### src/rtl/uart_bram_cmd_master.sv
// Host-side initiator for the UART BRAM command protocol: issues READ/WRITE/ERASE byte
// sequences on a UART transmitter and streams READ response bytes back from the receiver.
module uart_bram_cmd_master #(
  parameter int unsigned DATA_WIDTH = 8,
  parameter int unsigned SIZE       = 4096,
  parameter int unsigned CNT_WIDTH  = 12,
  parameter int unsigned RD_TIMEOUT = 1000000
) (
  input  logic                  i_clk,
  input  logic                  i_rst,
  input  logic                  i_cmd_valid,
  output logic                  o_cmd_ready,
  input  logic [1:0]            i_cmd_op,
  input  logic                  i_wr_valid,
  input  logic [DATA_WIDTH-1:0] i_wr_data,
  input  logic                  i_wr_last,
  output logic                  o_wr_ready,
  output logic                  o_tx_start,
  output logic [DATA_WIDTH-1:0] o_tx_data,
  input  logic                  i_tx_busy,
  input  logic [DATA_WIDTH-1:0] i_rx_data,
  input  logic                  i_rx_done,
  output logic                  o_rd_valid,
  output logic [DATA_WIDTH-1:0] o_rd_data,
  output logic                  o_busy,
  output logic                  o_done,
  output logic                  o_error,
  output logic [CNT_WIDTH-1:0]  o_byte_count
);

  localparam int unsigned TimerW = $clog2(RD_TIMEOUT + 1);
  localparam logic [CNT_WIDTH-1:0] LastCnt = CNT_WIDTH'(SIZE - 1);
  localparam logic [TimerW-1:0] TimerLimit = TimerW'(RD_TIMEOUT - 1);

  localparam logic [1:0] OpRsvd  = 2'b00;
  localparam logic [1:0] OpRead  = 2'b01;
  localparam logic [1:0] OpWrite = 2'b10;

  localparam logic [DATA_WIDTH-1:0] ByteRead  = DATA_WIDTH'(8'h11);
  localparam logic [DATA_WIDTH-1:0] ByteWrite = DATA_WIDTH'(8'h12);
  localparam logic [DATA_WIDTH-1:0] ByteErase = DATA_WIDTH'(8'h13);
  localparam logic [DATA_WIDTH-1:0] ByteEsc   = DATA_WIDTH'(8'h1B);

  typedef enum logic [2:0] {
    StIdle, StSend, StTxHi, StTxLo, StWrFetch, StRdCollect, StDone
  } state_e;

  // Which byte of the command is in flight, so TX_LO knows where to go next.
  typedef enum logic [1:0] {PhCmd, PhPayload, PhEsc} phase_e;

  state_e                  r_state, w_state_d;
  phase_e                  r_phase, w_phase_d;
  logic [1:0]              r_op, w_op_d;
  logic [DATA_WIDTH-1:0]   r_tx_data, w_tx_data_d;
  logic                    r_last, w_last_d;
  logic [CNT_WIDTH-1:0]    r_cnt, w_cnt_d;
  logic                    r_error, w_error_d;
  logic [TimerW-1:0]       r_timer, w_timer_d;
  logic                    r_rx_q, r_rx_qq;
  logic [DATA_WIDTH-1:0]   r_rx_data;

  logic                    w_tx_start, w_wr_ready, w_rd_valid, w_done;
  logic                    w_rx_rise;
  logic [CNT_WIDTH-1:0]    w_cnt_inc;

  assign w_rx_rise = r_rx_q & ~r_rx_qq;
  assign w_cnt_inc = r_cnt + CNT_WIDTH'(1);

  always_ff @(posedge i_clk or posedge i_rst) begin
    if (i_rst) begin
      r_state   <= StIdle;
      r_phase   <= PhCmd;
      r_op      <= OpRsvd;
      r_tx_data <= '0;
      r_last    <= 1'b0;
      r_cnt     <= '0;
      r_error   <= 1'b0;
      r_timer   <= '0;
      r_rx_q    <= 1'b0;
      r_rx_qq   <= 1'b0;
      r_rx_data <= '0;
    end else begin
      r_state   <= w_state_d;
      r_phase   <= w_phase_d;
      r_op      <= w_op_d;
      r_tx_data <= w_tx_data_d;
      r_last    <= w_last_d;
      r_cnt     <= w_cnt_d;
      r_error   <= w_error_d;
      r_timer   <= w_timer_d;
      r_rx_q    <= i_rx_done;
      r_rx_qq   <= r_rx_q;
      if (i_rx_done) begin
        r_rx_data <= i_rx_data;
      end
    end
  end

  always_comb begin
    w_state_d   = r_state;
    w_phase_d   = r_phase;
    w_op_d      = r_op;
    w_tx_data_d = r_tx_data;
    w_last_d    = r_last;
    w_cnt_d     = r_cnt;
    w_error_d   = r_error;
    w_timer_d   = r_timer;
    w_tx_start  = 1'b0;
    w_wr_ready  = 1'b0;
    w_rd_valid  = 1'b0;
    w_done      = 1'b0;

    unique case (r_state)
      StIdle: begin
        if (i_cmd_valid) begin
          w_op_d    = i_cmd_op;
          w_cnt_d   = '0;
          w_error_d = 1'b0;
          w_phase_d = PhCmd;
          case (i_cmd_op)
            OpRead:  w_tx_data_d = ByteRead;
            OpWrite: w_tx_data_d = ByteWrite;
            default: w_tx_data_d = ByteErase;
          endcase
          if (i_cmd_op == OpRsvd) begin
            w_error_d = 1'b1;
            w_state_d = StDone;
          end else begin
            w_state_d = StSend;
          end
        end
      end
      StSend: begin
        if (!i_tx_busy) begin
          w_tx_start = 1'b1;
          w_state_d  = StTxHi;
        end
      end
      StTxHi: begin
        if (i_tx_busy) begin
          w_state_d = StTxLo;
        end
      end
      StTxLo: begin
        if (!i_tx_busy) begin
          unique case (r_phase)
            PhCmd: begin
              case (r_op)
                OpRead: begin
                  w_state_d = StRdCollect;
                  w_timer_d = TimerW'(1);
                end
                OpWrite: w_state_d = StWrFetch;
                default: w_state_d = StDone;
              endcase
            end
            PhPayload: begin
              // A full payload makes the remote leave write mode by itself, so no ESC.
              if (r_cnt == LastCnt) begin
                w_state_d = StDone;
              end else if (r_last) begin
                w_tx_data_d = ByteEsc;
                w_phase_d   = PhEsc;
                w_state_d   = StSend;
              end else begin
                w_state_d = StWrFetch;
              end
            end
            default: w_state_d = StDone;
          endcase
        end
      end
      StWrFetch: begin
        if (i_wr_valid) begin
          w_wr_ready  = 1'b1;
          w_tx_data_d = i_wr_data;
          w_last_d    = i_wr_last;
          w_cnt_d     = w_cnt_inc;
          w_phase_d   = PhPayload;
          w_state_d   = StSend;
        end
      end
      StRdCollect: begin
        if (w_rx_rise) begin
          w_rd_valid = 1'b1;
          w_cnt_d    = w_cnt_inc;
          w_timer_d  = TimerW'(1);
          if (w_cnt_inc == LastCnt) begin
            w_state_d = StDone;
          end
        end else if (r_timer >= TimerLimit) begin
          w_error_d = 1'b1;
          w_state_d = StDone;
        end else begin
          w_timer_d = r_timer + TimerW'(1);
        end
      end
      StDone: begin
        w_done    = 1'b1;
        w_state_d = StIdle;
      end
      default: w_state_d = StIdle;
    endcase
  end

  assign o_cmd_ready  = (r_state == StIdle);
  assign o_busy       = (r_state != StIdle);
  assign o_wr_ready   = w_wr_ready;
  assign o_tx_start   = w_tx_start;
  assign o_tx_data    = r_tx_data;
  assign o_rd_valid   = w_rd_valid;
  assign o_rd_data    = r_rx_data;
  assign o_done       = w_done;
  assign o_error      = r_error;
  assign o_byte_count = r_cnt;

endmodule
### config.mk
export PLATFORM = sky130hd
export DESIGN_NAME = uart_bram_cmd_master
export DESIGN_NICKNAME = d
export VERILOG_FILES = /design/src/rtl/uart_bram_cmd_master.sv
export SDC_FILE = /design/constraint.sdc
export NUM_CORES = 1
export LEC_CHECK = 0
export ABC_AREA = 1
export BUFFER_PORTS_ARGS = -buffer_cell sky130_fd_sc_hd__buf_2
export CAP_MARGIN = 20
export CORE_AREA = 2 2 78 137
export DETAILED_ROUTE_END_ITERATION = 12
export DIE_AREA = 0 0 80 139
export MAX_ROUTING_LAYER = met4
export PLACE_DENSITY_LB_ADDON = 0.3
export RECOVER_POWER = 25
export SLEW_MARGIN = 25
export SYNTH_ARGS = -nofsm -noshare
export SYNTH_HDL_FRONTEND = slang
export SYNTH_SLANG_ARGS = --single-unit
### constraint.sdc
create_clock -name i_clk -period 3.6 [get_ports i_clk]
set_input_delay 1.08 -clock i_clk [delete_from_list [all_inputs] [get_ports i_clk]]
set_output_delay 1.08 -clock i_clk [all_outputs]
set_load 0.005 [all_outputs]
Yosys cells after proc, flatten, opt, wreduce, memory -nomap -nowiden
Cells that the tools add are included.
{ "totals": {"register_bits": 59, "latchBits": 0, "n_memories": 0, "mem_bits_ro": 0, "ramBits": 0, "word_cells": 111, "out_inout_bits": 35} }
{ "op_classes": {"reduce_logical": 15, "bitwise_logic": 2, "n_eq_ne": 29, "div": 0, "mux": 51, "mul": 0, "n_addsub": 2, "magnitude_cmp": 1, "shifts": 0} }
{ "op_table": {"columns": ["operator", "count"], "rows": [
  ["2-to-1 mux 20 bit", 5],
  ["2-to-1 mux 8 bit", 6],
  ["case mux 20 bit (2 select lines)", 1],
  ["2-to-1 mux 12 bit", 3],
  ["case mux 12 bit (3 select lines)", 1],
  ["2-to-1 mux 3 bit", 11],
  ["== test 12 bit, second input constant", 2],
  ["case mux 8 bit (3 select lines)", 1],
  ["!= test 2 bit, second input constant", 11],
  ["adder 20 x 1 -> 20 bit, second input constant", 1],
  [">= comparator 20 bit, second input constant", 1],
  ["case mux 3 bit (6 select lines)", 1],
  ["AND reduction 7 bit", 2],
  ["adder 12 x 1 -> 12 bit, second input constant", 1],
  ["2-to-1 mux 2 bit", 6],
  ["2-to-1 mux 1 bit", 11],
  ["== test 3 bit, second input constant", 3],
  ["!= test 3 bit, second input constant", 3],
  ["nonzero test 3 bit", 3],
  ["case mux 2 bit (2 select lines)", 2],
  ["AND reduction 4 bit", 2],
  ["== test 2 x 1 -> 1 bit, second input constant", 3],
  ["== test 3 x 2 -> 1 bit, second input constant", 2],
  ["case mux 2 bit (3 select lines)", 1],
  ["12 further kinds", 17]
]} }

Depth between registers and ports, before layout
{ "depth": {"ltp_word": 5, "ltp_mapped": 14} }

Least setup slack after synthesis
Ideal clock, no wire load.
{ "synth_path": {"path_kind": "input to output", "from": "input i_wr_valid", "to": "output o_wr_ready", "arrival_time_ns": 1.340, "setup_slack_ns": 1.180, "required_ns": 2.520, "cell_stages": 2, "path_buffers": 0, "cell_sequence": "inv_1 -> nor2_2"} }
{ "synth_via": {"elab_chain_cells": 2} }
{ "synth_lines": {"columns": ["element", "line", "text"], "rows": [
  ["start: declaration", "14", "input logic i_wr_valid,"],
  ["2-to-1 mux 1 bit", "174", "if (i_wr_valid) begin"],
  ["2-to-1 mux 1 bit", "113", "unique case (r_state)"],
  ["end: declaration", "17", "output logic o_wr_ready,"]
]} }
No other way between the ends.

Worst setup path after layout
{ "layout_path": {"from": "register r_state[2]", "to": "output o_wr_ready"} }
{ "layout_via": {"elab_chain_cells": 2} }
{ "layout_lines": {"columns": ["element", "line", "text"], "rows": [
  ["start: declaration", "51", "state_e r_state, w_state_d;"],
  ["start signal: assignment", "71", "r_state <= StIdle;"],
  ["start signal: assignment", "83", "r_state <= w_state_d;"],
  ["== test 3 bit", "113", null],
  ["2-to-1 mux 1 bit", "113", null]
]} }
No other way between the ends.

==> reports/qor.yml <==
run_status:
  status: "complete, no violations"
critical_path:
  cp.arrival_ns: 1.84
  worstPathMaxFanout: 9
  critPathCaptureType: "primary output"
  critPathRequiredTime_ns: 2.52
  criticalPathCategory: "register to primary output"
  start_kind: "register"
sta:
  hold_viol_final: 0
  fin_crit_ns: 2.919
  tightest_slew_ns: 0.9372
  finalClockSkew_ns: 0.007415
  setup_tns_ns: 0
  rsz0062_at_grt: "false"
  slew_headroom_pct: 37.52
  fmax_mhz: 342.5
  setup_ws_ns: 0.6806
  final-setup-viol-count: 0
  drv_slew: 0
  fin_crit_sh_pct: 81.10
die:
  start_util_pct: 34.22
  core_area_um2: 10050
  die_y_um: 139
  ios: 60
  die_w_um: 80
  num_rows: 49
  die_area_um2: 11120
clocking:
  cts_buffers: 9
  insertion_delay_ns: 0.34
  h-tree-depth: 3
  post_cts_buffers: 0
  cts_resized: 0
  hold_buffers: 0
  clock_sinks: 59
  clockBufferDepth: 2
  cts_tree: "yes"
  cts-root-buf: "clkbuf_16"
  clkSlewWorstSetupHoldPaths_ns: 0.05
power:
  intPower_mw: 1.715
  pwr-share-seq_pct: 35.3
  switching_share_pct: 36.23
  ir_worst_vdd_mv: 0.2795
  pwr-share-comb_pct: 31.0
  powerDensity_nw_per_um2: 645.5
  clockPowerShare_pct: 33.7
  p_leak_nw: 1.990
  power_switching_mw: 0.9743
drt:
  viasPerCell: 4.919
  wl_um: 8842
  drt-pass1-iter-count: 4
  postRouteAntennaNets: 0
  drc: 0
  via_count: 3276
  wl_per_cell_um: 13.28
  drt_iter0_drc: 149
place:
  port_buffers: 59
  place.gp.congestion: 0.8541
  dp_worst_setup_slack_ns: 0.8669
  dp_hpwl_um: 6805
  placed_area_um2: 3870
cells_and_area:
  layout_common_cells: "nand2_1, dfrtp_1, buf_2"
  final_nets: 563
  areaGrowthSynthToFinish_pct: 21.09
  finish.instance_area_um2: 4167
  final_common_cell: "nand2_1"
  drive_above_1_share_pct: 19.11
  antenna_cells: 0
synthesis:
  synthTopCellsByArea: "dfrtp_1, nand2_1, inv_1"
  ys_seq_area_share_pct: 42.91
  ys_ff_latch: 59
  synth_top_cell_area_share_pct: 42.91
  syn_area_per_cell_um2: 7.336
  async_reset_ff_share_pct: 100.0
  synth.distinct_cells: 37
  synth_top_cell_by_area: "dfrtp_1"
  synth-edff-count: 0
  syn_area_um2: 3441
  syn_inst: 469
  syn-num-nets: 498
  synth_warnings: 0
  synthFlopType: "dfrtp_1"
global_routing:
  grt_pass1_vias: 3385
  grt_pass1_wl_um: 15170
  grt_usage_pct: 17.83
  gr-total-overflow: 0
  grt_max_degree: 41
  antenna_found_initial: 0
flow_run:
  drv_cap: 0
worst_hold_path:
  min_path_type: "register to register"
-- layout make-up --
| type | count | area, um^2 |
|---|---|---|
| clock buffers | 10 | 229.0 |
| clock inverters | 6 | 80.08 |
| fillers | 1084 | 5888 |
| inverters | 61 | 231.5 |
| multi-input cells | 341 | 1678 |
| flip-flops and latches | 59 | 1476 |
| well taps | 127 | 158.9 |
| repair buffers | 62 | 312.8 |
-- per-layer routing --
metal / global-route usage [%] / part of all wire (%) / vias up
met3: 3.776 / 3.6 / 22
met4: 9.099 / 3.3 / 0
met2: 32.15 / 58 / 55
met1: 17.31 / 36 / 1539
li1: - / - / 1660
met5: - / 0 / -
-- cells by family after synthesis --
group	Yosys count	share of synthesized area (%)
multiplexers	8	2.618
adder cells (fa/ha/maj)	4	1.455
buffers and inverters	69	8.109
AO/OA/AOI/OAI	68	10.98
XOR/XNOR	2	0.5092
AND/OR/NAND/NOR	259	33.42
flip-flops	59	42.91
-- critical path: stages, from the launching register on --
cell	delay [ns]
dfrtp_1	0.56
inv_1	0.13
nor2_1	0.24
inv_1	0.13
nor2_2	0.27
buf_2	0.18
-- cell usage after synthesis, types with 2 or more instances --
cell	count
nand2_1	131
dfrtp_1	59
inv_1	56
nor2_1	51
nand3_1	40
a21oi_1	21
o21ai_1	20
o21ai_0	14
nand4_1	12
mux2_2	8
nor3_1	7
buf_2	5
nor2_2	5
ha_1	4
inv_2	4
o22ai_1	4
nand2_2	3
nand3_2	2
nand3b_1	2
nor3_4	2
o21bai_1	2
xor2_1	2
-- through the flow --
stage | std cells | util [%] | hold slack [ns] | power [mW]
floorplan | 469 | - | 0.3537 | 1.563
global placement | 650 | 38.49 | 0.3663 | 1.786
detailed placement | 650 | 38.49 | 0.3709 | 1.812
CTS | 666 | 41.56 | 0.3822 | 2.738
global route | 666 | 41.44 | 0.4012 | 2.883
finish | 666 | 41.44 | 0.3740 | 2.689
-- sequential cells by signal, indices dropped and copies added (netlist names), 2 cells and up --
register / flops
o_byte_count: 12
r_timer: 20
r_op: 2
r_phase: 2
o_rd_data: 8
o_tx_data: 8
r_state: 3
-- final timing paths --
check / start / slack (ns) / end / depth (start not counted)
max in group asynchronous: i_rst / 1.52 / r_state[0] / 3
worst min register to register: r_rx_q / 0.37 / r_rx_qq / 0
worst max-delay path: r_state[2] / 0.68 / o_wr_ready / 5
min in group asynchronous: i_rst / 0.82 / r_timer[1] / 2
worst max register to register: r_timer[1] / 1.21 / r_timer[1] / 10
worst min-delay path: r_rx_q / 0.37 / r_rx_qq / 0
-- power by group through the flow --
stage	clock (mW)	combinational, mW	sequential (mW)
floorplan	0	0.636	0.927
global placement	0	0.833	0.953
detailed placement	0	0.850	0.962
CTS	0.929	0.856	0.953
global route	0.958	0.951	0.974
finish	0.906	0.835	0.949
No activity file was read; power rests on OpenSTA's default activity.
